--- config.mk ---
export PLATFORM = sky130hd
export DESIGN_NAME = compress_line_sequencer
export DESIGN_NICKNAME = d
export VERILOG_FILES = /design/src/rtl/compress_pkg.sv /design/src/rtl/sat_counter.sv /design/src/rtl/compress_line_sequencer.sv
export SDC_FILE = /design/constraint.sdc
export NUM_CORES = 1
export LEC_CHECK = 0
export CAP_MARGIN = 0
export CORE_MARGIN = 3
export CORE_UTILIZATION = 53
export DETAILED_ROUTE_END_ITERATION = 8
export DONT_BUFFER_PORTS = 1
export PLACE_DENSITY = 0.71
export SYNTH_ARGS = -nofsm -noshare
export SYNTH_HDL_FRONTEND = slang
export SYNTH_SLANG_ARGS = --single-unit
--- constraint.sdc ---
create_clock -name i_clk -period 1.86 [get_ports i_clk]
set_input_delay 0.093 -clock i_clk [delete_from_list [all_inputs] [get_ports i_clk]]
set_output_delay 0.093 -clock i_clk [all_outputs]
set_load 0.005 [all_outputs]
--- src/rtl/compress_pkg.sv ---
// Shared types and widths for the compressor front-end sequencer.
// A cache line is always exactly two pipeline words.
package compress_pkg;

  localparam int WIDTH      = 64;
  localparam int CACHE_LINE = 2 * WIDTH;
  localparam int TIMER_W    = 4;

  typedef enum logic [2:0] {
    IDLE   = 3'd0,
    FEED0  = 3'd1,
    FEED1  = 3'd2,
    DRAIN  = 3'd3,
    RESULT = 3'd4
  } seq_state_t;

endpackage

--- src/rtl/sat_counter.sv ---
// Event counter that sticks at all-ones instead of wrapping.
// One increment per cycle when i_inc is high; async active-low clear.
module sat_counter #(
  parameter int CNT_W = 16
) (
  input  logic             i_clk,
  input  logic             i_reset,
  input  logic             i_inc,
  output logic [CNT_W-1:0] o_count
);

  logic [CNT_W-1:0] r_count;

  always_ff @(posedge i_clk or negedge i_reset) begin
    if (!i_reset) begin
      r_count <= '0;
    end else if (i_inc && (r_count != {CNT_W{1'b1}})) begin
      r_count <= r_count + 1'b1;
    end
  end

  assign o_count = r_count;

endmodule

--- src/rtl/compress_line_sequencer.sv ---
// Splits each accepted cache line into two pipeline words, waits for done/stop (or a drain
// timeout) and posts one registered result per line; keeps saturating line statistics.
module compress_line_sequencer
  import compress_pkg::*;
#(
  parameter int unsigned TIMEOUT = 15,
  parameter int          CNT_W   = 16
) (
  input  logic                  i_clk,
  input  logic                  i_reset,
  input  logic                  i_line_valid,
  input  logic [CACHE_LINE-1:0] i_line,
  output logic                  o_line_ready,
  output logic [WIDTH-1:0]      o_word,
  output logic                  o_word_valid,
  input  logic                  i_stop_flag,
  input  logic                  i_done_flag,
  output logic                  o_res_valid,
  output logic                  o_res_bypass,
  output logic                  o_res_error,
  input  logic                  i_res_ready,
  output logic                  o_busy,
  output logic [CNT_W-1:0]      o_cnt_compressed,
  output logic [CNT_W-1:0]      o_cnt_bypassed
);

  seq_state_t         r_state;
  seq_state_t         w_nxt_state;

  logic [WIDTH-1:0]   r_line_hi;
  logic               r_bypass;
  logic [TIMER_W-1:0] r_timer;

  logic               r_line_ready;
  logic               r_busy;
  logic               r_word_valid;
  logic [WIDTH-1:0]   r_word;
  logic               r_res_valid;
  logic               r_res_bypass;
  logic               r_res_error;

  logic               w_nxt_line_ready;
  logic               w_nxt_busy;
  logic               w_nxt_word_valid;
  logic [WIDTH-1:0]   w_nxt_word;
  logic               w_nxt_res_valid;
  logic               w_nxt_res_bypass;
  logic               w_nxt_res_error;

  logic               w_accept;
  logic               w_flag;
  logic               w_timeout;
  logic               w_res_hs;

  assign w_accept  = (r_state == IDLE) && i_line_valid;
  assign w_flag    = i_done_flag || i_stop_flag;
  assign w_timeout = (r_state == DRAIN) && !w_flag && (r_timer == TIMER_W'(TIMEOUT));
  assign w_res_hs  = (r_state == RESULT) && i_res_ready;

  // State plus all outputs are registered on the same edge so they always agree.
  always_ff @(posedge i_clk or negedge i_reset) begin
    if (!i_reset) begin
      r_state      <= IDLE;
      r_line_ready <= 1'b1;
      r_busy       <= 1'b0;
      r_word_valid <= 1'b0;
      r_word       <= '0;
      r_res_valid  <= 1'b0;
      r_res_bypass <= 1'b0;
      r_res_error  <= 1'b0;
    end else begin
      r_state      <= w_nxt_state;
      r_line_ready <= w_nxt_line_ready;
      r_busy       <= w_nxt_busy;
      r_word_valid <= w_nxt_word_valid;
      r_word       <= w_nxt_word;
      r_res_valid  <= w_nxt_res_valid;
      r_res_bypass <= w_nxt_res_bypass;
      r_res_error  <= w_nxt_res_error;
    end
  end

  always_comb begin
    w_nxt_state = r_state;
    case (r_state)
      IDLE:    if (i_line_valid) w_nxt_state = FEED0;
      FEED0:   w_nxt_state = FEED1;
      FEED1:   w_nxt_state = DRAIN;
      DRAIN:   if (w_flag || w_timeout) w_nxt_state = RESULT;
      RESULT:  if (i_res_ready) w_nxt_state = IDLE;
      default: w_nxt_state = IDLE;
    endcase
  end

  // Low word comes straight from i_line: it is driven on the cycle after acceptance.
  always_comb begin
    w_nxt_line_ready = (w_nxt_state == IDLE);
    w_nxt_busy       = (w_nxt_state != IDLE);
    w_nxt_word_valid = 1'b0;
    w_nxt_word       = '0;
    w_nxt_res_valid  = 1'b0;
    w_nxt_res_bypass = 1'b0;
    w_nxt_res_error  = 1'b0;
    case (w_nxt_state)
      FEED0: begin
        w_nxt_word_valid = 1'b1;
        w_nxt_word       = i_line[WIDTH-1:0];
      end
      FEED1: begin
        w_nxt_word_valid = 1'b1;
        w_nxt_word       = r_line_hi;
      end
      RESULT: begin
        w_nxt_res_valid = 1'b1;
        if (r_state == RESULT) begin
          w_nxt_res_bypass = r_res_bypass;
          w_nxt_res_error  = r_res_error;
        end else begin
          w_nxt_res_bypass = r_bypass || i_stop_flag || w_timeout;
          w_nxt_res_error  = w_timeout;
        end
      end
      default: ;
    endcase
  end

  always_ff @(posedge i_clk or negedge i_reset) begin
    if (!i_reset) begin
      r_line_hi <= '0;
      r_bypass  <= 1'b0;
      r_timer   <= '0;
    end else begin
      if (w_accept) begin
        r_line_hi <= i_line[CACHE_LINE-1:WIDTH];
        r_bypass  <= 1'b0;
      end else if (((r_state == FEED1) || (r_state == DRAIN)) && i_stop_flag) begin
        r_bypass  <= 1'b1;
      end
      if (r_state == FEED1) begin
        r_timer <= '0;
      end else if (r_state == DRAIN) begin
        r_timer <= r_timer + 1'b1;
      end
    end
  end

  sat_counter #(.CNT_W(CNT_W)) u_cnt_compressed (
    .i_clk   (i_clk),
    .i_reset (i_reset),
    .i_inc   (w_res_hs && !r_res_bypass),
    .o_count (o_cnt_compressed)
  );

  sat_counter #(.CNT_W(CNT_W)) u_cnt_bypassed (
    .i_clk   (i_clk),
    .i_reset (i_reset),
    .i_inc   (w_res_hs && r_res_bypass && !r_res_error),
    .o_count (o_cnt_bypassed)
  );

  assign o_line_ready = r_line_ready;
  assign o_busy       = r_busy;
  assign o_word_valid = r_word_valid;
  assign o_word       = r_word;
  assign o_res_valid  = r_res_valid;
  assign o_res_bypass = r_res_bypass;
  assign o_res_error  = r_res_error;

endmodule
==> metrics <==
Initial Util a little under three fifths; Synth top cells by count 173 x dfrtp_1, 67 x mux2_2, 64 x a22o_1; RSZ-0062 raised after global routing no; crit path DAT 2.11 ns; distinct cell type count after synthesis 47; DRT iter0 DRCs ~310; drt via density 5.78; worst vdd ir 0.000860 V; slowest stage delay, CP roughly 0.61 ns; Peak Freq about 570 MHz; H-tree levels 4; Die H around 120 um; CP startpoint r_state[1]; power density over the cells 1420 mW/mm^2; IO Pins ~240; final period utilization a little over nine tenths; Req. time, crit path between 2 and 2.5 ns; reg2reg start r_state[1]; root buffer cell clkbuf_16; post-synth top area share a little over three fifths; total number of vias 4766; DR pass1 iterations 5; Pleak 4.10 nW; initial antenna violation count 0; Post-Syn Area per Cell between 10 and 15 um^2; Final setup viols 0; later-pin clock latency in the skew report roughly 0.42 ns; Routed Antenna Nets 0; max_cap viols 0; Clock Sinks between 150 and 200; worst hold slack -0.633 ns; largest net degree at the start of global routing 175; EDFF count, synth 0; Final nets about 780; ranking of synthesized cells by area dfrtp_1 63%, mux2_2 11%, a22o_1 8.2%; Tightest Pin Transition between 0.5 and 0.6 ns; dpl hpwl roughly 11000 um; yosys warns 0; all-layer global routing usage 26.2%; die area roughly 0.014 mm^2; post-synth top area cell dfrtp_1; end of the worst register-to-register path o_line_ready; class of the worst hold path input port to asynchronous set/reset pin; RePlAce Congestion 0.900; CTS buffer count 17; crit path kind register to register; Post-synth ARST share 100%; Layout area overhead 34.0%; outcome finished with violations; register bit total from synthesis about 170; CP Cell Sequence buf_4, nor2_2, nand2_2, o22ai_1, dlygate4sd3_1, inv_1; Relative slew margins between 60% and 70%; failing checks negative hold slack; antenna cells 0; R2R Setup Slk around 0.10 ns; global-route wire length before repair approximately 29000 um; syn_nets 625; CP max-delay cell dlygate4sd3_1; Worst-path clk slew 0.06 ns; postcts setup bufs 0; Pins Over Slew Limit 0; Post-Syn Area between 0.006 and 0.007 mm^2; drt total wl 18200 um; TNS Setup 0 ns; CP startpoint kind register; Seq/Total Area, Yosys 63.6%; layout cells sized above 1 roughly 22%; CORE AREA around 0.012 mm^2; vias in the first global route about 5000; WL/cell 22.0 um; CTS max path bufs 2; Post-Synthesis Cells slightly below 500; clock skew between 0.007 and 0.008 ns; crit path capture o_line_ready; Hold Buf Count CTS between 100 and 150; final hold violations 174; path depth of the worst reg2reg path 6; CP max FO 6; gr ovfl total 0; Port Buf Inserts 0; Post-synth top flop dfrtp_1; DRC 0; DIE WIDTH 120 um; CTS tree done; Final min period around 1.8 ns; top-count cell post-synth dfrtp_1; element type at the critical path end register; row cnt 40
[cells by family after synthesis]
kind of cell    after synthesis  share of synthesized area [%]
compound gates               90                           10.7
xor+xnor                     25                           3.20
fa+ha+maj                     3                          0.549
buf+inv                      37                           2.50
flops                       174                           63.6
mux                          67                           11.0
simple gates                 92                           8.34
[stage by stage]
stage	std cells	area (um^2)	worst slack [ns]	power, mW	utilization [%]
after CTS	825	9160	0.0611	12.8	74.4
after floorplan	488	6840	0.0460	8.11	-
after global routing	825	9170	0.00537	13.7	74.5
after global placement	662	7270	0.130	8.97	59.0
final	825	9170	0.103	13.1	74.5
after detailed placement	662	7270	0.0668	9.16	59.0
[how the worst min path moves through the flow]
stage,startpoint,end,slack (ns),cells after the start
2_1_floorplan,i_reset,o_busy,-0.20,0
3_3_place_gp,i_reset,u_cnt_compressed.o_count[9],-0.20,0
3_5_place_dp,i_reset,u_cnt_compressed.o_count[8],-0.20,0
4_1_cts,i_reset,u_cnt_compressed.o_count[8],-0.65,0
5_1_grt,i_reset,u_cnt_compressed.o_count[10],-0.66,0
6_report,i_reset,u_cnt_bypassed.o_count[4],-0.63,0
[critical path: cells and delay by family (launching register included)]
family          cells  cell delay (ns)
compound gates      1             0.16
simple gates        2             0.27
buf+inv             3             0.84
flops               1             0.42
[repair_timing]
| item | in CTS | in global routing |
|---|---|---|
| resized for setup | 0 | 5 |
| endpoints found under the setup margin | 0 | 4 |
| hold endpoints to repair | 311 | 174 |
[cells in the final DEF, fill, tap and decap left out, types with 3 or more instances in the layout]
| cell type | instances |
|---|---|
| inv_1 | 7 |
| o211ai_1 | 3 |
| nor2_1 | 7 |
| ha_1 | 3 |
| buf_12 | 6 |
| a31oi_1 | 4 |
| nand2_1 | 15 |
| a21oi_1 | 5 |
| and3_1 | 6 |
| clkinvlp_4 | 4 |
| o21ai_0 | 4 |
| dfrtp_1 | 172 |
| a22o_1 | 64 |
| and4_1 | 3 |
| dlygate4sd3_1 | 132 |
| clkinv_2 | 4 |
| clkbuf_16 | 17 |
| xor2_1 | 8 |
| nand3_1 | 14 |
| mux2_2 | 67 |
| nand4_1 | 12 |
| xnor2_1 | 17 |
| buf_4 | 30 |
| nor3_1 | 8 |
[state kept, by name (all words and copies together), names as in the netlist]
| name | count |
|---|---|
| u_cnt_bypassed.o_count | 16 |
| u_cnt_compressed.o_count | 16 |
| o_busy | 1 |
| o_res_bypass | 1 |
| r_timer | 4 |
| o_line_ready | 1 |
| r_state | 3 |
| o_res_error | 1 |
| r_bypass | 1 |
| r_line_hi | 64 |
| o_res_valid | 1 |
| o_word_valid | 1 |
| o_word | 64 |
[per-layer routing]
layer	vias to the layer above	global-route usage, %	wire (um)
met2	241	44.1	9240
met4	0	10.9	571
met1	2369	30.7	6890
li1	2111	-	-
met5	-	0	0
met3	45	8.91	1490
[power breakdown]
group          leakage [nW]  total, mW  internal [mW]  switching (mW)
registers              2.23       6.35           5.27            1.08
logic                  1.60       3.28           1.83            1.45
clock network         0.268       3.42           2.00            1.42
total                  4.10       13.1           9.10            3.96
[layout make-up]
class	count	area [um^2]
sequential	174	4360
fill	748	3140
multi-input combinational	277	2340
timing repair buffer	168	1670
clock buffer	20	447
tap	168	210
clock inverter	11	119
inverter	7	26.3
(Power assumes the default switching activity.)
